File: src/rtl/fifo_pkg.sv
// Shared types for the FIFO read-side packet framer: FSM states and the
// default data width.
package fifo_pkg;

    typedef enum logic [1:0] {
        IDLE = 2'd0,
        DATA = 2'd1,
        CSUM = 2'd2
    } state_t;

    localparam int DSIZE_DEF = 8;

endpackage

File: src/rtl/fifo_rd_framer.sv
// Pops PKT_LEN words from a first-word-fall-through FIFO, streams them out, and
// appends a mod-2^DSIZE checksum beat flagged with out_last.
module fifo_rd_framer
    import fifo_pkg::*;
#(
    parameter int DSIZE   = DSIZE_DEF,
    parameter int PKT_LEN = 4
) (
    input  logic             rclk,
    input  logic             rrst,
    input  logic             en,
    input  logic             rempty,
    input  logic [DSIZE-1:0] rdata,
    output logic             rinc,
    output logic [DSIZE-1:0] out_data,
    output logic             out_valid,
    input  logic             out_ready,
    output logic             out_last,
    output logic [15:0]      pkt_count
);

    state_t           state_q, state_d;
    logic [7:0]       word_cnt_q, word_cnt_d;
    logic [DSIZE-1:0] sum_q, sum_d;
    logic [DSIZE-1:0] out_data_q, out_data_d;
    logic             out_valid_q, out_valid_d;
    logic             out_last_q, out_last_d;
    logic [15:0]      pkt_count_q, pkt_count_d;

    logic can_load;
    logic last_word;

    assign can_load  = !out_valid_q || out_ready;
    assign last_word = (word_cnt_q == 8'(PKT_LEN - 1));

    // The pop strobe is masked by reset so no word is lost while the block is held.
    assign rinc = !rrst && can_load && !rempty &&
                  ((state_q == DATA) || ((state_q == IDLE) && en));

    always_comb begin
        state_d     = state_q;
        word_cnt_d  = word_cnt_q;
        sum_d       = sum_q;
        out_data_d  = out_data_q;
        out_valid_d = out_valid_q;
        out_last_d  = out_last_q;
        pkt_count_d = pkt_count_q;

        if (out_valid_q && out_ready && out_last_q)
            pkt_count_d = pkt_count_q + 16'd1;

        if (rinc) begin
            out_data_d  = rdata;
            out_valid_d = 1'b1;
            out_last_d  = 1'b0;
            sum_d       = sum_q + rdata;
            word_cnt_d  = word_cnt_q + 8'd1;
            state_d     = last_word ? CSUM : DATA;
        end else if ((state_q == CSUM) && can_load) begin
            out_data_d  = sum_q;
            out_valid_d = 1'b1;
            out_last_d  = 1'b1;
            sum_d       = '0;
            word_cnt_d  = '0;
            state_d     = IDLE;
        end else if (can_load) begin
            out_valid_d = 1'b0;
            out_last_d  = 1'b0;
        end
    end

    always_ff @(posedge rclk) begin
        if (rrst) begin
            state_q     <= IDLE;
            word_cnt_q  <= '0;
            sum_q       <= '0;
            out_data_q  <= '0;
            out_valid_q <= 1'b0;
            out_last_q  <= 1'b0;
            pkt_count_q <= '0;
        end else begin
            state_q     <= state_d;
            word_cnt_q  <= word_cnt_d;
            sum_q       <= sum_d;
            out_data_q  <= out_data_d;
            out_valid_q <= out_valid_d;
            out_last_q  <= out_last_d;
            pkt_count_q <= pkt_count_d;
        end
    end

    assign out_data  = out_data_q;
    assign out_valid = out_valid_q;
    assign out_last  = out_last_q;
    assign pkt_count = pkt_count_q;

endmodule

File: config.mk
export PLATFORM = sky130hd
export DESIGN_NAME = fifo_rd_framer
export DESIGN_NICKNAME = d
export VERILOG_FILES = /design/src/rtl/fifo_pkg.sv /design/src/rtl/fifo_rd_framer.sv
export SDC_FILE = /design/constraint.sdc
export NUM_CORES = 1
export LEC_CHECK = 0
export ABC_AREA = 1
export CAP_MARGIN = 30
export CORE_AREA = 2 2 74 76
export CTS_CLUSTER_DIAMETER = 50
export DETAILED_ROUTE_END_ITERATION = 16
export DIE_AREA = 0 0 76 78
export GPL_TIMING_DRIVEN = 0
export PLACE_DENSITY = 0.82
export SLEW_MARGIN = 20
export SYNTH_ARGS = -nofsm -noshare
export SYNTH_HDL_FRONTEND = slang
export SYNTH_SLANG_ARGS = --single-unit
File: constraint.sdc
create_clock -name rclk -period 1.5 [get_ports rclk]
set_input_delay 0.3 -clock rclk [delete_from_list [all_inputs] [get_ports rclk]]
set_output_delay 0.3 -clock rclk [all_outputs]
set_load 0.02 [all_outputs]
==> metrics.md, run 1 <==
| Metric | Value |
|---|---|
| DP HPWL | `4090 µm` |
| Post-synth EDFFs | `0` |
| Internal power | `~1700 µW` |
| Comb pwr share | `0.146` |
| DR iter-0 viols | `between 100 and 150` |
| Setup WS post-layout | `-1.42 ps` |
| Post-synth top cells | `116 x nand2_1, 44 x dfxtp_1, 36 x inv_1, 35 x nand3_1` |
| Avg Cell Area, Syn | `~6.8 µm²` |
| Syn Inst Count | `~350` |
| Routed vias/inst | `just over 5` |
| TritonCTS Buffers | `5` |
| Worst-path clk slew | `90 ps` |
| Row cnt | `26` |
| Final std cells w/o fill | `476` |
| Worst Setup Start Kind | `flop` |
| Die Y | `about 78 µm` |
| Fin. max-slew vios | `0` |
| Clock Skew | `~6.9 ps` |
| Primary FF master, synth | `dfxtp_1` |
| Final ANT Viol Nets | `0` |
| HP Class | `in2reg` |
| Required time of the worst setup path | `roughly 1200 ps` |
| H-tree depth | `2` |
| Sequential-to-total area share from yosys stat | `0.371` |
| Crit-path max FO | `7` |
| WP buf/inv | `3` |
| M2 GR Usage | `0.358` |
| Overall Global Routing Usage | `0.203` |
| CTS tree | `built` |
| YS warnings | `0` |
| Area Growth Syn to Fin | `31.3%` |
| Grt met3 use | `0.0430` |
| Max-Cap Viols | `0` |
| Initial antenna violation count | `0` |
| Yosys reg bits | `44` |
| Peak VDD IR | `0.649 mV` |
| Most common cell in the synthesized netlist | `nand2_1` |
| Met1 usage | `0.248` |
| PwrDens | `767 nW/µm²` |
| Crit share post-route | `1.00` |
| Min cycle time layout | `around 1500 ps` |
| Starting Density | `0.471` |
| Design Power | `around 2400 µW` |
| Vias in the first global route | `around 2100` |
| Synthesized area | `2380 µm²` |
| Worst-margin pin slew | `a little over 600 ps` |
| Failing checks | `setup timing` |
| Grt total ovfl | `0` |
| CP max stage cell | `dfxtp_2` |
| Width of the die | `76 µm` |
| Antenna cell count | `0` |
| Final GP Congestion | `a little under 0.9` |
| Fmax | `666 MHz` |
| Clk pwr share | `0.341` |
| Sw frac | `0.278` |
| # nets final | `428` |
| Status | `complete, but fails checks` |
| First-pass GRT wire length | `9740 µm` |
| Fraction of power consumed by sequential logic | `0.513` |
| Leak Pwr | `0.00148 µW` |
| Die area | `about 6000 µm²` |
| Inst Count DP | `~460` |
| Remaining DRCs | `0` |
| First-pass DRT Iterations | `4` |
| Detailed Route WL | `about 6000 µm` |
| Area of the core | `5040 µm²` |
| CTS Buffer Depth | `2` |
| GR peak layer | `met2` |
| Critical path class | `reg2out` |
| Post-synth net total | `374` |
| Worst Setup End Kind | `output port` |
| Post-synth top area share | `0.371` |
| Final Hold Viols | `0` |
| Max incr delay on CP | `between 300 and 400 ps` |
| Pin count of the biggest net entering global routing | `15` |
| Library cells used by synthesis | `30` |
| Worst EP arrival | `~1200 ps` |
| Final setup fails | `1` |
| Cell family with most CP delay | `flip-flops` |
| CTS Sinks | `44` |
| Synth area leader | `dfxtp_1` |
| CP Cell Sequence | `nand2_2, inv_2, nor2_4, nand2_4, clkinv_8, buf_8` |
| Layout cells sized above 1 | `0.150` |
| Switching power | `665 µW` |
| Clk root buf | `clkbuf_8` |
| Top post-synthesis cells by area | `dfxtp_1 37%, nand2_1 18%, nand3_1 7.4%` |
| Buffers on Ports | `38` |
| Per-cell routed wire length | `approximately 13 µm` |
| Async set or reset register ratio after synthesis | `0` |
| RSZ-0062 raised after global routing | `yes` |
| Top-level port count | `40` |
| Clk Latency, worst-skew pair | `between 300 and 400 ps` |
| Via count | `2434` |
| Worst slew margin | `0.587` |
power by group through the flow:
| stage | clock [µW] | sequential (µW) | combinational [µW] |
|---|---|---|---|
| after floorplan | 0 | 1260 | 194 |
| after CTS | 825 | 1230 | 307 |
| after global placement | 0 | 1250 | 302 |
| after global routing | 872 | 1230 | 389 |
| after detailed placement | 0 | 1250 | 307 |
| final | 815 | 1230 | 350 |
layer usage:
metal / up-vias / wire length (µm) / share of wire
li1: 1234 / - / -
met1: 1133 / 2570 / 0.43
met2: 60 / 3030 / 0.50
met3: 7 / 335 / 0.056
met4: 0 / 74 / 0.012
met5: - / 0 / 0
sequential cells by signal, summed over array words and instances (netlist names):
register and count:
out_data 8, pkt_count 16, out_valid 1, word_cnt_q 8, sum_q 8, out_last 1
state_q 2
cell usage in the layout (no fill, tap or decap), types with 6 or more instances in the layout:
master / instances
nand2_1: 113
dfxtp_1: 39
inv_1: 36
nand3_1: 34
a21oi_1: 28
dlygate4sd2_1: 28
nor2_1: 27
buf_4: 10
nand4_1: 8
o21ai_0: 8
clkbuf_8: 6
timing repair:
| item | 4_1_cts | 5_1_grt |
|---|---|---|
| resized for setup | 41 | 26 |
| hold endpoints to repair | 0 | 0 |
| buffers inserted | 3 | 8 |
| endpoints found under the setup margin | 36 | 20 |
| pin swaps | 4 | 5 |
| hold buffers | 0 | 0 |
final cells by class:
| type | instances | area [µm²] |
|---|---|---|
| fillers | 449 | 1920 |
| inverters | 40 | 163 |
| multi-input cells | 259 | 1390 |
| repair buffers | 49 | 455 |
| clock inverters | 2 | 15.0 |
| plain buffers | 6 | 33.8 |
| flip-flops and latches | 44 | 892 |
| clock buffers | 6 | 82.6 |
| well taps | 70 | 87.6 |
final timing paths:
kind                 endpoint   startpoint  slack [ps]  cells after the start
hold reg to reg   out_data[6]  out_data[6]         470                      2
hold / removal       sum_q[6]         rrst         330                      2
setup / recovery         rinc    out_valid          -1                      6
setup reg to reg     sum_q[4]     sum_q[0]          70                      7
logic make-up after synthesis:
logic type,count (synthesis),synth area share
AO/OA/AOI/OAI,44,0.0985
XOR/XNOR,1,0.00369
AND/OR/NAND/NOR,204,0.385
flip-flops,44,0.371
buffers and inverters,48,0.0858
adder cells (fa/ha/maj),10,0.0558
stage by stage:
step	setup TNS, ps	worst slack (ps)	hold WS (ps)	util	cell area, µm²
final	-1.42	-1.42	334	0.619	3120
after global routing	-145	-62.1	336	0.619	3120
after CTS	-185	-185	332	0.582	2930
after detailed placement	-10820	-863	458	0.564	2850
after global placement	-9940	-860	453	0.564	2850
after floorplan	0	16.7	442	-	2380
Note: power is estimated with default switching activity, not from simulation.
==> inputs of run 2 (changes only) <==
--- a/config.mk
+++ b/config.mk
@@ -12,7 +12,9 @@
 export DETAILED_ROUTE_END_ITERATION = 16
 export DIE_AREA = 0 0 76 78
 export GPL_TIMING_DRIVEN = 0
+export HOLD_SLACK_MARGIN = 0.12
 export PLACE_DENSITY = 0.82
+export REMOVE_ABC_BUFFERS = 1
 export SLEW_MARGIN = 20
 export SYNTH_ARGS = -nofsm -noshare
 export SYNTH_HDL_FRONTEND = slang
==> metrics.md, run 2 (synthesis results as in run 1) <==
| Metric | Value |
|---|---|
| Die Y | `78 µm (unchanged)` |
| Area Growth Syn to Fin | `34.9% (was 31.3%)` |
| Setup WS post-layout | `-9.27 ps (was -1.42 ps)` |
| Max-Cap Viols | `0 (unchanged)` |
| # nets final | `422 (was 428)` |
| CTS tree | `built (unchanged)` |
| CTS Buffer Depth | `2 (unchanged)` |
| PwrDens | `810 nW/µm² (was 767 nW/µm²)` |
| Max reg flops | `16 (unchanged)` |
| Fin. max-slew vios | `0 (unchanged)` |
| First-pass DRT Iterations | `4 (unchanged)` |
| Switching power | `656 µW (was 665 µW)` |
| Final setup fails | `1 (unchanged)` |
| Sw frac | `0.253 (was 0.278)` |
| Worst slew margin | `0.690 (was 0.587)` |
| Via count | `2460 (was 2434)` |
| DR iter-0 viols | `129 (was 118)` |
| Failing checks | `setup timing (unchanged)` |
| H-tree depth | `2 (unchanged)` |
| Comb pwr share | `0.142 (was 0.146)` |
| Row cnt | `26 (unchanged)` |
| Fraction of power consumed by sequential logic | `0.473 (was 0.513)` |
| Met1 usage | `0.243 (was 0.248)` |
| Starting Density | `0.471 (unchanged)` |
| Worst Setup End Kind | `output port (unchanged)` |
| Most frequent cells in the layout | `115 x nand2_1, 36 x dfxtp_1, 35 x inv_1 (was 113 x nand2_1, 39 x dfxtp_1, 36 x inv_1)` |
| Worst EP arrival | `1210 ps (was 1200 ps)` |
| Vias in the first global route | `2235 (was 2149)` |
| Routed vias/inst | `5.23 (was 5.11)` |
| Grt met3 use | `0.0442 (was 0.0430)` |
| Grt total ovfl | `0 (unchanged)` |
| DP HPWL | `3850 µm (was 4090 µm)` |
| Layout cells sized above 1 | `0.165 (was 0.150)` |
| Clk pwr share | `0.386 (was 0.341)` |
| Design Power | `2600 µW (was 2390 µW)` |
| Leak Pwr | `0.00150 µW (was 0.00148 µW)` |
| Initial antenna violation count | `0 (unchanged)` |
| Peak VDD IR | `0.509 mV (was 0.649 mV)` |
| RSZ-0062 raised after global routing | `yes (unchanged)` |
| Worst-path clk slew | `90 ps (about the same)` |
| TritonCTS Buffers | `5 (unchanged)` |
| Fmax | `663 MHz (was 666 MHz)` |
| CP Cell Sequence | `nand2_4, inv_4, nor2_4, nand2_8, inv_12, buf_8 (was nand2_2, inv_2, nor2_4, nand2_4, clkinv_8, buf_8)` |
| CTS Sinks | `44 (unchanged)` |
| Crit share post-route | `1.01 (was 1.00)` |
| Final GP Congestion | `0.846 (was 0.891)` |
| Final std cells w/o fill | `470 (was 476)` |
| Per-cell routed wire length | `12.9 µm (was 12.6 µm)` |
| Crit-path max FO | `3 (was 7)` |
| Internal power | `1940 µW (was 1730 µW)` |
| Overall Global Routing Usage | `0.203 (about the same)` |
| Detailed Route WL | `6070 µm (was 6010 µm)` |
| Width of the die | `76 µm (unchanged)` |
| Status | `complete, but fails checks (unchanged)` |
| Inst Count DP | `452 (was 459)` |
| Filler cell count | `456 (was 449)` |
| Worst-margin pin slew | `464 ps (was 619 ps)` |
| Remaining DRCs | `0 (unchanged)` |
| Most common cell after layout, fill and taps aside | `nand2_1 (unchanged)` |
| Area of the core | `5040 µm² (unchanged)` |
| Final ANT Viol Nets | `0 (unchanged)` |
| First-pass GRT wire length | `9820 µm (was 9740 µm)` |
| Die area | `5930 µm² (unchanged)` |
| Clock Skew | `14.5 ps (was 6.94 ps)` |
| Worst Setup Start Kind | `flop (unchanged)` |
| Min cycle time layout | `1510 ps (was 1500 ps)` |
| Antenna cell count | `0 (unchanged)` |
| Required time of the worst setup path | `1200 ps (about the same)` |
| Hold Buf Count CTS | `0 (unchanged)` |
| Max incr delay on CP | `370 ps (about the same)` |
| GR peak layer | `met2 (unchanged)` |
| Clk root buf | `clkbuf_8 (unchanged)` |
| Final Hold Viols | `0 (unchanged)` |
| Critical path class | `reg2out (unchanged)` |
| Buffers on Ports | `39 (was 38)` |
| Top-level port count | `40 (unchanged)` |
| HP Class | `in2reg (unchanged)` |
| Pin count of the biggest net entering global routing | `23 (was 15)` |
| M2 GR Usage | `0.361 (was 0.358)` |
| Clk Latency, worst-skew pair | `310 ps (about the same)` |
| CP max stage cell | `dfxtp_4 (was dfxtp_2)` |
## run 2: layout make-up
type / count / area [µm²] / share of cell area
Timing Repair Buffer: 48 / 458 / 0.143
Sequential cell: 44 / 901 / 0.281
Tap cell: 70 / 87.6 / 0.0273
Clock inverter: 1 / 30.0 / 0.00937
Timing Repair inverter: 1 / 8.76 / 0.00273
Clock buffer: 7 / 96.3 / 0.0301
Inverter: 40 / 171 / 0.0535
Multi-Input combinational cell: 259 / 1450 / 0.453
## run 2: power groups by stage
| stage | logic (µW) | clock network, µW | registers [µW] |
|---|---|---|---|
| 2_1_floorplan | 177 | 0 | 1260 |
| 3_3_place_gp | 290 | 0 | 1250 |
| 3_5_place_dp | 298 | 0 | 1250 |
| 4_1_cts | 333 | 1010 | 1230 |
| 5_1_grt | 406 | 1060 | 1230 |
| 6_report | 368 | 1000 | 1230 |
## run 2: worst paths after layout
path         startpoint           to  slack, ps  depth (start not counted)
max reg2reg    sum_q[0]     sum_q[6]         50                          7
max           out_valid         rinc         -9                          6
min            rdata[2]  out_data[2]        390                          3
min reg2reg    sum_q[0]     sum_q[0]        460                          2
## run 2: what timing repair did
item                                    4_1_cts  5_1_grt
endpoints found under the setup margin       65       39
resized for setup                            56       40
buffers inserted                              5        4
gates cloned                                  1        0
pin swaps                                     7       12
## run 2: per-stage QoR
step	hold WS (ps)	worst slack (ps)	cell area [µm²]	utilization	TNS, ps
floorplan	362	-9.27	2330	-	-9.27
global placement	453	-1290	2810	0.556	-34320
detailed placement	457	-1320	2810	0.556	-35760
CTS	468	-42.2	3030	0.600	-42.2
global route	413	-52.3	3200	0.635	-133
finish	389	-9.27	3200	0.635	-9.27
## run 2: per-layer routing
metal / up-vias / wire (µm) / share of wire
met3: 14 / 350 / 0.058
li1: 1227 / - / -
met5: - / 0 / 0
met4: 0 / 99 / 0.016
met1: 1138 / 2580 / 0.43
met2: 81 / 3040 / 0.50
## run 2: worst max-delay path, delay by kind of cell, from the launching register on
kind | cells | cell delay, ps
DFF | 1 | 370
and+or+nand+nor | 3 | 320
buffers and inverters | 3 | 220
==> inputs of run 3 (changes only) <==
--- a/config.mk
+++ b/config.mk
@@ -15,6 +15,7 @@
 export HOLD_SLACK_MARGIN = 0.12
 export PLACE_DENSITY = 0.82
 export REMOVE_ABC_BUFFERS = 1
+export SKIP_CTS_REPAIR_TIMING = 1
 export SLEW_MARGIN = 20
 export SYNTH_ARGS = -nofsm -noshare
 export SYNTH_HDL_FRONTEND = slang
==> constraint.sdc (replaced) <==
create_clock -name rclk -period 1.5 [get_ports rclk]
set_input_delay 0.375 -clock rclk [delete_from_list [all_inputs] [get_ports rclk]]
set_output_delay 0.375 -clock rclk [all_outputs]
set_load 0.02 [all_outputs]
==> metrics.md, run 3 (synthesis results as in run 1) <==
| Metric | Value |
|---|---|
| Antenna cell count | `0 (unchanged)` |
| Layout cells sized above 1 | `0.183 (was 0.165)` |
| Die Y | `78 µm (unchanged)` |
| Area of the core | `5040 µm² (unchanged)` |
| Worst EP arrival | `1210 ps (about the same)` |
| Final Hold Viols | `0 (unchanged)` |
| Worst Setup Start Kind | `flop (unchanged)` |
| DP HPWL | `3850 µm (unchanged)` |
| Crit Reg-Reg Startpoint | `sum_q[0] (unchanged)` |
| Fin. max-slew vios | `0 (unchanged)` |
| Via count | `2457 (was 2460)` |
| Required time of the worst setup path | `1120 ps (was 1200 ps)` |
| PwrDens | `783 nW/µm² (was 810 nW/µm²)` |
| Final ANT Viol Nets | `0 (unchanged)` |
| Max reg flops | `16 (unchanged)` |
| Placed Area | `2810 µm² (unchanged)` |
| Clk root buf | `clkbuf_8 (unchanged)` |
| Area Growth Syn to Fin | `41.4% (was 34.9%)` |
| Core Util, Final | `0.667 (was 0.635)` |
| Fmax | `631 MHz (was 663 MHz)` |
| H-tree depth | `2 (unchanged)` |
| # nets final | `427 (was 422)` |
| Worst Setup End Kind | `output port (unchanged)` |
| Buffers on Ports | `39 (unchanged)` |
| DR iter-0 viols | `140 (was 129)` |
| Most common cell after layout, fill and taps aside | `nand2_1 (unchanged)` |
| Failing checks | `setup timing (unchanged)` |
| Pin count of the biggest net entering global routing | `24 (was 23)` |
| Max incr delay on CP | `340 ps (was 370 ps)` |
| Grt total ovfl | `0 (unchanged)` |
| CTS Buffer Depth | `2 (unchanged)` |
| Setup TNS Final | `-84.3 ps (was -9.27 ps)` |
| Leak Pwr | `0.00191 µW (was 0.00150 µW)` |
| Critical path class | `reg2out (unchanged)` |
| Clk Latency, worst-skew pair | `310 ps (about the same)` |
| Inst Count DP | `452 (unchanged)` |
| Worst-path clk slew | `90 ps (about the same)` |
| Row cnt | `26 (unchanged)` |
| HP Class | `in2reg (unchanged)` |
| Overall Global Routing Usage | `0.191 (was 0.203)` |
| Crit share post-route | `1.06 (was 1.01)` |
| Setup WS post-layout | `-84.3 ps (was -9.27 ps)` |
| Worst setup path start | `state_q[0] (was out_valid)` |
| Clock Skew | `14.8 ps (was 14.5 ps)` |
| Width of the die | `76 µm (unchanged)` |
| CP max stage cell | `dfxtp_2 (was dfxtp_4)` |
| Remaining DRCs | `0 (unchanged)` |
| Routed vias/inst | `5.17 (was 5.23)` |
| Final GP Congestion | `0.846 (unchanged)` |
| Top-level port count | `40 (unchanged)` |
| Max-Cap Viols | `0 (unchanged)` |
| Die area | `5930 µm² (unchanged)` |
| Worst slew margin | `0.774 (was 0.690)` |
| Most frequent cells in the layout | `114 x nand2_1, 36 x dlymetal6s2s_1, 36 x dfxtp_1 (was 115 x nand2_1, 36 x dfxtp_1, 35 x inv_1)` |
| Design area | `3360 µm² (was 3200 µm²)` |
| CTS tree | `built (unchanged)` |
| Vias in the first global route | `2114 (was 2235)` |
| RSZ-0062 raised after global routing | `yes (unchanged)` |
| Initial antenna violation count | `0 (unchanged)` |
| Final std cells w/o fill | `475 (was 470)` |
| Min cycle time layout | `1580 ps (was 1510 ps)` |
| TritonCTS Buffers | `5 (unchanged)` |
| Starting Density | `0.471 (unchanged)` |
| Detailed Route WL | `6440 µm (was 6070 µm)` |
| Status | `complete, but fails checks (unchanged)` |
| Crit-path max FO | `6 (was 3)` |
| CP Cell Sequence | `nor2_2, nor3_4, nand2_8, clkinv_8, buf_8 (was nand2_4, inv_4, nor2_4, nand2_8, inv_12, buf_8)` |
| CTS Sinks | `44 (unchanged)` |
| First-pass DRT Iterations | `4 (unchanged)` |
| First-pass GRT wire length | `9260 µm (was 9820 µm)` |
| Min-delay src | `rdata[2] (unchanged)` |
| Worst-margin pin slew | `339 ps (was 464 ps)` |
| Per-cell routed wire length | `13.6 µm (was 12.9 µm)` |
| Peak VDD IR | `0.719 mV (was 0.509 mV)` |
| Final setup fails | `1 (unchanged)` |
[run 3: final timing paths]
| path | to | slack, ps | depth (start not counted) |
|---|---|---|---|
| worst max-delay path | rinc | -80 | 5 |
| worst min-delay path | out_data[2] | 450 | 3 |
| worst max register to register | sum_q[6] | 0 | 6 |
| worst min register to register | sum_q[0] | 480 | 2 |
[run 3: routing by layer]
layer,vias up,GRT usage,share of wire
met5,-,0,0
met4,0,0.0673,0.016
met3,10,0.0430,0.043
met2,60,0.326,0.51
met1,1147,0.237,0.43
li1,1240,-,-
[run 3: final cells by class]
class	instances	area, µm²
timing repair buffer	51	573
tap	70	87.6
clock buffer	7	96.3
sequential	44	898
multi-input combinational	260	1490
clock inverter	1	30.0
inverter	40	169
fill	402	1680
timing repair inverter	2	18.8
[run 3: worst max-delay path, delay by kind of cell (launching register included)]
kind          cells  cell delay, ps
simple gates      3             400
flops             1             340
buf+inv           2             170
[run 3: report_power, final]
part / total [µW] / switching, µW / leakage [µW] / internal [µW]
clock network: 1010 / 419 / 0.0000645 / 588
registers: 1230 / 32.2 / 0.000361 / 1200
logic: 395 / 222 / 0.00148 / 173
[run 3: through the flow]
stage          total power (µW)  setup slack (ps)  hold WS (ps)
6_report                   2630             -84.3           450
2_1_floorplan              1440             -9.27           437
5_1_grt                    2720              -136           491
3_3_place_gp               1540             -1440           453
3_5_place_dp               1550             -1470           457
4_1_cts                    2540             -1440           471
